--- config.mk ---
export PLATFORM = sky130hd
export DESIGN_NAME = clk_div_prog_flat
export DESIGN_NICKNAME = d
export VERILOG_FILES = /design/src/rtl/clk_div_pkg.sv /design/src/rtl/clk_div_prog_if.sv /design/src/rtl/clk_div_core.sv /design/src/rtl/clk_div_prog.sv /design/src/flat_wrapper.sv
export SDC_FILE = /design/constraint.sdc
export NUM_CORES = 1
export LEC_CHECK = 0
export ABC_AREA = 1
export ABC_CLOCK_PERIOD_IN_PS = 2200
export CAP_MARGIN = 20
export CELL_PAD_IN_SITES_DETAIL_PLACEMENT = 0
export CELL_PAD_IN_SITES_GLOBAL_PLACEMENT = 1
export CORE_ASPECT_RATIO = 0.8
export CORE_MARGIN = 1.5
export CORE_UTILIZATION = 40
export CTS_BUF_LIST = sky130_fd_sc_hd__clkbuf_4 sky130_fd_sc_hd__clkbuf_8
export DETAILED_ROUTE_END_ITERATION = 8
export DONT_BUFFER_PORTS = 1
export HOLD_SLACK_MARGIN = 0.08
export PLACE_DENSITY = 0.66
export SYNTH_ARGS = -nofsm -noshare
export SYNTH_HDL_FRONTEND = slang
export SYNTH_SLANG_ARGS = --single-unit
--- constraint.sdc ---
create_clock -name clk_in -period 2.2 [get_ports clk_in]
set_input_delay 0.44 -clock clk_in [delete_from_list [all_inputs] [get_ports clk_in]]
set_output_delay 0.44 -clock clk_in [all_outputs]
set_load 0.01 [all_outputs]
--- src/rtl/clk_div_pkg.sv ---
// Shared types and helpers for the programmable clock divider.
// Pure declarations: no latency, no flow control.
package clk_div_pkg;

    localparam int DIV_MIN = 2;

    typedef enum logic {
        IDLE = 1'b0,
        RUN  = 1'b1
    } state_e;

    function automatic int unsigned half(input int unsigned n);
        return n >> 1;
    endfunction

endpackage

--- src/rtl/clk_div_prog_if.sv ---
// Control/status bundle of the programmable divider; master drives divisor and enable.
// No handshake: div_load is a single-cycle strobe, outputs are level/pulse.
interface clk_div_prog_if #(
    parameter int CNT_W = 8
);
    logic             en;
    logic [CNT_W-1:0] div_val;
    logic             div_load;
    logic             clk_out;
    logic             div_err;
    logic             period_tick;

    modport master (
        output en, div_val, div_load,
        input  clk_out, div_err, period_tick
    );

    modport slave (
        input  en, div_val, div_load,
        output clk_out, div_err, period_tick
    );
endinterface

--- src/rtl/clk_div_core.sv ---
// Period counter plus posedge/negedge phase regs producing a 50% duty divided clock.
// clk_out rises one posedge after i_restart; no backpressure.
module clk_div_core
    import clk_div_pkg::*;
#(
    parameter int CNT_W = 8
) (
    input  logic             clk_in,
    input  logic             rst,
    input  logic [CNT_W-1:0] i_div,
    input  logic             i_run,
    input  logic             i_restart,
    output logic             o_last,
    output logic             o_clk
);

    logic [CNT_W-1:0] r_cnt;
    logic             r_p;
    logic             r_n;
    logic [CNT_W-1:0] w_half;
    logic [CNT_W-1:0] w_cnt_nxt;

    assign w_half    = CNT_W'(half(32'(i_div)));
    assign w_cnt_nxt = r_cnt + CNT_W'(1);
    assign o_last    = (r_cnt == (i_div - CNT_W'(1)));

    always_ff @(posedge clk_in or negedge rst) begin
        if (!rst) begin
            r_cnt <= '0;
            r_p   <= 1'b0;
        end else if (i_restart) begin
            r_cnt <= '0;
            r_p   <= 1'b1;
        end else if (i_run && !o_last) begin
            r_cnt <= w_cnt_nxt;
            r_p   <= (w_cnt_nxt < w_half);
        end else begin
            r_cnt <= '0;
            r_p   <= 1'b0;
        end
    end

    // Half-cycle delayed copy stretches the high phase by 0.5 cycle for odd divisors.
    always_ff @(negedge clk_in or negedge rst) begin
        if (!rst) begin
            r_n <= 1'b0;
        end else begin
            r_n <= r_p;
        end
    end

    // i_div only changes at a period boundary, where both phase regs are low.
    assign o_clk = i_div[0] ? (r_p | r_n) : r_p;

endmodule

--- src/rtl/clk_div_prog.sv ---
// Runtime-programmable 50% duty divider; divisor changes only at period boundaries.
// clk_out starts one posedge after en; period_tick only with CLK_DIV_PERIOD_TICK_EN.
module clk_div_prog
    import clk_div_pkg::*;
#(
    parameter int CNT_W       = 8,
    parameter int DIV_DEFAULT = 7
) (
    input  logic          clk_in,
    input  logic          rst,
    clk_div_prog_if.slave bus
);

    state_e           r_state;
    state_e           w_state_nxt;
    logic [CNT_W-1:0] r_div_act;
    logic [CNT_W-1:0] r_div_shd;
    logic             r_err;
    logic             w_last;
    logic             w_boundary;
    logic             w_restart;
    logic             w_clk;

    assign w_boundary = (r_state == RUN) && w_last;

    always_comb begin
        w_state_nxt = r_state;
        w_restart   = 1'b0;
        case (r_state)
            IDLE: begin
                if (bus.en) begin
                    w_state_nxt = RUN;
                    w_restart   = 1'b1;
                end
            end
            RUN: begin
                if (w_boundary) begin
                    if (bus.en) begin
                        w_restart = 1'b1;
                    end else begin
                        w_state_nxt = IDLE;
                    end
                end
            end
            default: w_state_nxt = IDLE;
        endcase
    end

    always_ff @(posedge clk_in or negedge rst) begin
        if (!rst) begin
            r_state <= IDLE;
        end else begin
            r_state <= w_state_nxt;
        end
    end

    // Shadow is promoted with its pre-edge value, so a load on the boundary waits a period.
    always_ff @(posedge clk_in or negedge rst) begin
        if (!rst) begin
            r_div_act <= CNT_W'(DIV_DEFAULT);
            r_div_shd <= CNT_W'(DIV_DEFAULT);
            r_err     <= 1'b0;
        end else begin
            if (bus.div_load) begin
                if (bus.div_val < CNT_W'(DIV_MIN)) begin
                    r_div_shd <= CNT_W'(DIV_MIN);
                    r_err     <= 1'b1;
                end else begin
                    r_div_shd <= bus.div_val;
                end
            end
            if ((r_state == IDLE) || w_boundary) begin
                r_div_act <= r_div_shd;
            end
        end
    end

    clk_div_core #(
        .CNT_W (CNT_W)
    ) u_core (
        .clk_in    (clk_in),
        .rst       (rst),
        .i_div     (r_div_act),
        .i_run     (r_state == RUN),
        .i_restart (w_restart),
        .o_last    (w_last),
        .o_clk     (w_clk)
    );

    assign bus.clk_out = w_clk;
    assign bus.div_err = r_err;

`ifdef CLK_DIV_PERIOD_TICK_EN
    logic r_tick;

    // A restart edge is exactly the edge that lands the counter on 0 in RUN.
    always_ff @(posedge clk_in or negedge rst) begin
        if (!rst) begin
            r_tick <= 1'b0;
        end else begin
            r_tick <= w_restart;
        end
    end

    assign bus.period_tick = r_tick;
`else
    assign bus.period_tick = 1'b0;
`endif

endmodule
--- src/flat_wrapper.sv ---
// flat-port wrapper written by rule: the top's interface ports become plain ports
module clk_div_prog_flat import clk_div_pkg::*;
#(
    parameter int CNT_W       = 8,
    parameter int DIV_DEFAULT = 7
)
  (clk_in, rst, bus_en, bus_div_val, bus_div_load, bus_clk_out, bus_div_err, bus_period_tick);
  clk_div_prog_if #(.CNT_W(CNT_W)) bus_i ();
  input  logic clk_in;
  input  logic rst;
  input wire logic [$bits(bus_i.en)-1:0] bus_en;
  input wire logic [$bits(bus_i.div_val)-1:0] bus_div_val;
  input wire logic [$bits(bus_i.div_load)-1:0] bus_div_load;
  output wire logic [$bits(bus_i.clk_out)-1:0] bus_clk_out;
  output wire logic [$bits(bus_i.div_err)-1:0] bus_div_err;
  output wire logic [$bits(bus_i.period_tick)-1:0] bus_period_tick;
  assign bus_i.en = bus_en;
  assign bus_i.div_val = bus_div_val;
  assign bus_i.div_load = bus_div_load;
  assign bus_clk_out = bus_i.clk_out;
  assign bus_div_err = bus_i.div_err;
  assign bus_period_tick = bus_i.period_tick;
  clk_div_prog #(.CNT_W(CNT_W), .DIV_DEFAULT(DIV_DEFAULT)) u_core (.clk_in(clk_in), .rst(rst), .bus(bus_i));
endmodule
==> results.yml, run 1 <==
run_status:
  outcome: "finished with violations"
  failed_checks: "negative setup slack"
synthesis:
  syn_avg_cell_area_um2: 7.58
  syn-num-nets: 241
  yosys.area.top_type_share: 0.314
  synth_top_cells_by_area: "dfrtp_1, nand2_1, dfstp_2, inv_1, ha_1"
  synth_area_mm2: 0.00167
  yosysUniqueCellTypes: 27
  postSynthCellCount: 221
  yosysWarnings: 0
  ys_seq_elements: 28
  yosysTopAreaCell: "dfrtp_1"
  ys_seq_area_frac: 0.423
worst_setup_path:
  cp_slowest_cell: "dfrtn_1"
  path_class: "reg2out"
  path_cells: "a21o_1"
  path_max_fanout: 1
  worstPathArrival_ps: 1920
  cp.buffers_inverters: 0
  crit_required_ps: 1760
  path_delay_family: "flip-flops"
  startpoint_type: "register"
  slowest_delay_ps: 390
  endpoint_kind: "output port"
finish:
  final_common_cell: "nand2_1"
  syn_to_final_growth_pct: 9.64
  fin_area_mm2: 0.00184
  diodes: 0
  nets: 245
  layout_common_cells: "nand2_1, inv_1, nor2_1, dfrtp_1, nand3_1"
  drive_above_1_share: 0.125
grt:
  first_global_vias: 1185
  grtUsageTotal: 0.162
  antenna_found_initial: 0
  grt_start_max_net_pins: 28
  grt_pass1_wl_um: 5510
  grt_overflow: 0
clock_network:
  cts_root_buf: "clkbuf_8"
  clkLatencyLatePin_ps: 280
  htreeDepth: 1
  clock-sinks: 28
  cts_tree: "done"
  clkTransAtPathRegs_ps: 100
  numCtsBuffers: 3
  ctsLongestPathBuffers: 2
route:
  ant_nets: 0
  vias_per_cell: 4.66
  drc: 0
  vias: 1299
  drt_iter0_markers: 63
  drtPass1Iterations: 4
  wl_per_cell_um: 12.2
  finalWirelength_um: 3400
pwr:
  p_leak_nw: 0.990
  peakVddDrop_mv: 0.224
  powerDensity_mw_per_mm2: 496
sta:
  slew_violations: 0
  finalSetupViolCount: 1
  finalHoldViolCount: 0
  final.setup.worst_slack_ps: -162
  skew_ps: 7.22
  setup_tns_ps: -162
  rsz0062_at_grt: "true"
die:
  coreArea_mm2: 0.00390
  start_util: 0.429
  row_count: 20
  die_w_um: 75.3
  dieHeight_um: 60.9
  io_pins: 15
  dieArea_mm2: 0.00458
hold_path:
  hp-class: "in2reg"
placed_design:
  placed_cell_area_mm2: 0.00172
  gp_congestion: 0.758
  hpwl_um: 2540
  io_buffers: 0
flow_run:
  cap_viol_max_count: 0
-- logic make-up (layout without fill, tap and decap cells) --
group                    count (synthesis)  in the layout  share of synthesized area
AND/OR/NAND/NOR                        120            120                      0.303
buffers and inverters                   40             43                     0.0994
flip-flops                              28             28                      0.423
AO/OA/AOI/OAI                           12             12                     0.0411
adder cells (fa/ha/maj)                  8              8                     0.0598
XOR/XNOR                                 6              6                     0.0314
multiplexers                             6              6                     0.0404
other                                    1              1                    0.00224
-- cells in the mapped netlist --
cell and count:
nand2_1 71, inv_1 33, nor2_1 22, dfrtp_1 21, nand3_1 20, ha_1 8, dfstp_2 6, mux2_2 6
o21ai_0 5, xor2_1 4, a21oi_1 3, a21o_1 2, clkbuf_1 2, inv_2 2, nand2_4 2, nand4_1 2
xnor2_1 2, buf_4 1, buf_8 1, clkbuf_2 1, conb_1 1, dfrtn_1 1, nor2_4 1, nor3_1 1
nor4_1 1, o21bai_1 1, o22ai_1 1
-- power breakdown --
group	switching, W	internal, W	leakage (nW)	total [W]
Sequential	0.0000101	0.000535	0.338	0.000546
Combinational	0.0000178	0.0000190	0.623	0.0000368
Clock	0.000168	0.000161	0.0288	0.000328
Total	0.000196	0.000715	0.990	0.000911
-- registers in the layout, indices dropped and copies added, names as in the netlist --
signal,cells
u_core.bus.div_err,1
u_core.u_core.r_cnt,8
u_core.r_state,1
u_core.u_core.r_p,1
u_core.u_core.r_n,1
u_core.r_div_shd,8
u_core.r_div_act,8
-- routing by layer --
| layer | vias up | wire, µm | global-route usage |
|---|---|---|---|
| met5 | - | 0 | 0 |
| li1 | 687 | - | - |
| met3 | 2 | 130 | 0.0415 |
| met4 | 0 | 11 | 0.0255 |
| met1 | 596 | 1770 | 0.236 |
| met2 | 14 | 1490 | 0.249 |
-- area by class of cell --
type	count	area (µm²)
Inverter	35	131
Clock buffer	4	55.1
Multi-Input combinational cell	153	827
Timing Repair Buffer	4	45.0
Sequential cell	28	708
Tap cell	55	68.8
Fill cell	400	2070
-- path summary, 6_finish.rpt --
kind	startpoint	to	slack, ps	cells after the start
setup / recovery	u_core.u_core.r_n	bus_clk_out	-160	1
hold / removal	bus_div_load	u_core.r_div_shd[0]	220	1
setup reg to reg	u_core.u_core.r_cnt[1]	u_core.u_core.r_p	140	13
hold reg to reg	u_core.r_div_shd[0]	u_core.r_div_act[0]	470	2
max in group asynchronous	rst	u_core.u_core.r_n	1280	0
min in group asynchronous	rst	u_core.bus.div_err	600	2
-- metrics by stage --
step	hold slack, ps	setup slack [ps]	utilization	std cells	total power, W
2_1_floorplan	144	153	-	221	0.000576
3_3_place_gp	145	29.8	0.439	272	0.000576
3_5_place_dp	145	3.17	0.439	272	0.000578
4_1_cts	215	-169	0.463	279	0.000925
5_1_grt	202	-207	0.470	279	0.000950
6_report	221	-162	0.470	279	0.000911
-- repair_timing --
| item | 4_1_cts | 5_1_grt |
|---|---|---|
| setup endpoints to repair | 2 | 13 |
| pin swaps | 1 | 0 |
| hold buffers | 2 | 0 |
| gates resized for setup | 0 | 6 |
| setup buffers | 1 | 0 |
| endpoints found under the hold margin | 27 | 0 |
(Power assumes the default switching activity.)
==> run 2: changes to the inputs <==
--- a/config.mk
+++ b/config.mk
@@ -18,6 +18,7 @@
 export DONT_BUFFER_PORTS = 1
 export HOLD_SLACK_MARGIN = 0.08
 export PLACE_DENSITY = 0.66
+export RECOVER_POWER = 100
 export SYNTH_ARGS = -nofsm -noshare
 export SYNTH_HDL_FRONTEND = slang
 export SYNTH_SLANG_ARGS = --single-unit
==> run 2 against run 1 <==
The run still ends with negative setup slack left. Clock power is essentially flat. Critical path type unchanged. Routed wire length unchanged. Critical endpoint unchanged. Largest power group unchanged. Largest cell class unchanged. Clock skew hardly changed.
==> results.yml, run 2 (same netlist as run 1, synthesis figures left out) <==
sta:
  rsz0062_at_grt: "true"
  finalSetupViolCount: 1
  skew_ps: 7.23
  max_slew.worst_pin.slew_ps: 1460
  slew_headroom: 0.0277
  final.setup.worst_slack_ps: -162
  slew_violations: 0
  finalHoldViolCount: 0
worst_setup_path:
  cp-startpoint: "u_core.u_core.r_n"
  path_max_fanout: 1
  startpoint_type: "register"
  cp_slowest_cell: "dfrtn_1"
  worstPathArrival_ps: 1920
  crit_required_ps: 1760
  r2r_start: "u_core.u_core.r_cnt[1]"
  path_delay_family: "flip-flops"
  endpoint_kind: "output port"
  path_cells: "a21o_1"
  cp.buffers_inverters: 0
  slowest_delay_ps: 390
  path_class: "reg2out"
clock_network:
  ctsLongestPathBuffers: 2
  clkLatencyLatePin_ps: 280
  numCtsBuffers: 3
  cts_root_buf: "clkbuf_8"
  clock-sinks: 28
  cts_tree: "done"
  clkTransAtPathRegs_ps: 100
  htreeDepth: 1
route:
  vias_per_cell: 4.65
  ant_nets: 0
  wl_per_cell_um: 12.2
  finalWirelength_um: 3400
  drtPass1Iterations: 4
  drc: 0
  vias: 1298
  drt_iter0_markers: 83
finish:
  final_cells: 279
  largestRegisters: "u_core.r_div_act: 8 flops, u_core.r_div_shd: 8 flops, u_core.u_core.r_cnt: 8 flops"
  syn_to_final_growth_pct: 8.15
  diodes: 0
  layout_common_cells: "nand2_1, inv_1, nor2_1, dfrtp_1, nand3_1"
  drive_above_1_share: 0.116
  final_common_cell: "nand2_1"
  fin_area_mm2: 0.00181
  nets: 245
die:
  io_pins: 15
  start_util: 0.429
  row_count: 20
  die_w_um: 75.3
  dieArea_mm2: 0.00458
  coreArea_mm2: 0.00390
  dieHeight_um: 60.9
flow_run:
  cap_viol_max_count: 0
placed_design:
  gp_congestion: 0.758
  placed_cell_area_mm2: 0.00172
  io_buffers: 0
  placed_cells: 272
  pre_cts_ws_ps: 3.17
  hpwl_um: 2540
pwr:
  peakVddDrop_mv: 0.224
  sw_frac_of_total: 0.215
  power.clock.fraction: 0.362
  p_leak_nw: 0.983
  powerDensity_mw_per_mm2: 501
  combPwrFrac: 0.036
  p_int_w: 0.000712
  power_switching_w: 0.000195
  power_frac_seq: 0.602
grt:
  grtUsageTotal: 0.162
  grt_pass1_wl_um: 5510
  grt_overflow: 0
  grt_start_max_net_pins: 28
  antenna_found_initial: 0
  first_global_vias: 1185
run_status:
  outcome: "finished with violations"
  failed_checks: "negative setup slack"
hold_path:
  hp-start: "bus_div_load"
  hp-class: "in2reg"
## run 2: cell count changes in the layout (fill, tap and decap cells not counted), sizes merged
| cell | change |
|---|---|
| buf | -1 |
| clkbuf | +1 |
## run 2: what timing repair did
action	4_1_cts	5_1_grt
pin swaps	1	0
resized for setup	0	6
hold endpoints to repair	27	0
hold buffers	2	0
setup endpoints to repair	2	13
setup buffers	1	0
## run 2: through the flow
stage / hold slack, ps / TNS (ps) / power [W] / util
after floorplan: 144 / 0 / 0.000576 / -
after global routing: 202 / -1150 / 0.000946 / 0.464
final: 221 / -162 / 0.000907 / 0.464
after CTS: 215 / -169 / 0.000925 / 0.463
after global placement: 145 / 0 / 0.000576 / 0.439
after detailed placement: 145 / 0 / 0.000578 / 0.439
## run 2: path summary, 6_finish.rpt
kind,endpoint,slack (ps),cells after the start
max,bus_clk_out,-160,1
min,u_core.r_div_shd[0],220,1
max reg2reg,u_core.u_core.r_p,140,13
min reg2reg,u_core.r_div_act[0],470,2
max in group asynchronous,u_core.r_div_act[6],300,2
min in group asynchronous,u_core.u_core.r_n,820,0
## run 2: routing by layer
| layer | global-route usage | up-vias | share of wire |
|---|---|---|---|
| li1 | - | 685 | - |
| met1 | 0.236 | 597 | 0.52 |
| met2 | 0.249 | 14 | 0.44 |
| met3 | 0.0415 | 2 | 0.038 |
| met4 | 0.0255 | 0 | 0.0032 |
| met5 | 0 | - | 0 |
## run 2: layout make-up
type,count,area (µm²)
fillers,404,2090
multi-input cells,153,818
flip-flops and latches,28,708
inverters,35,131
well taps,55,68.8
clock buffers,4,55.1
repair buffers,4,28.8
## run 2: power by group through the flow
stage	clock [W]	combinational, W	sequential [W]
3_5_place_dp	0	0.0000222	0.000556
4_1_cts	0.000340	0.0000385	0.000546
2_1_floorplan	0	0.0000229	0.000553
6_report	0.000328	0.0000330	0.000546
5_1_grt	0.000359	0.0000382	0.000549
3_3_place_gp	0	0.0000209	0.000555
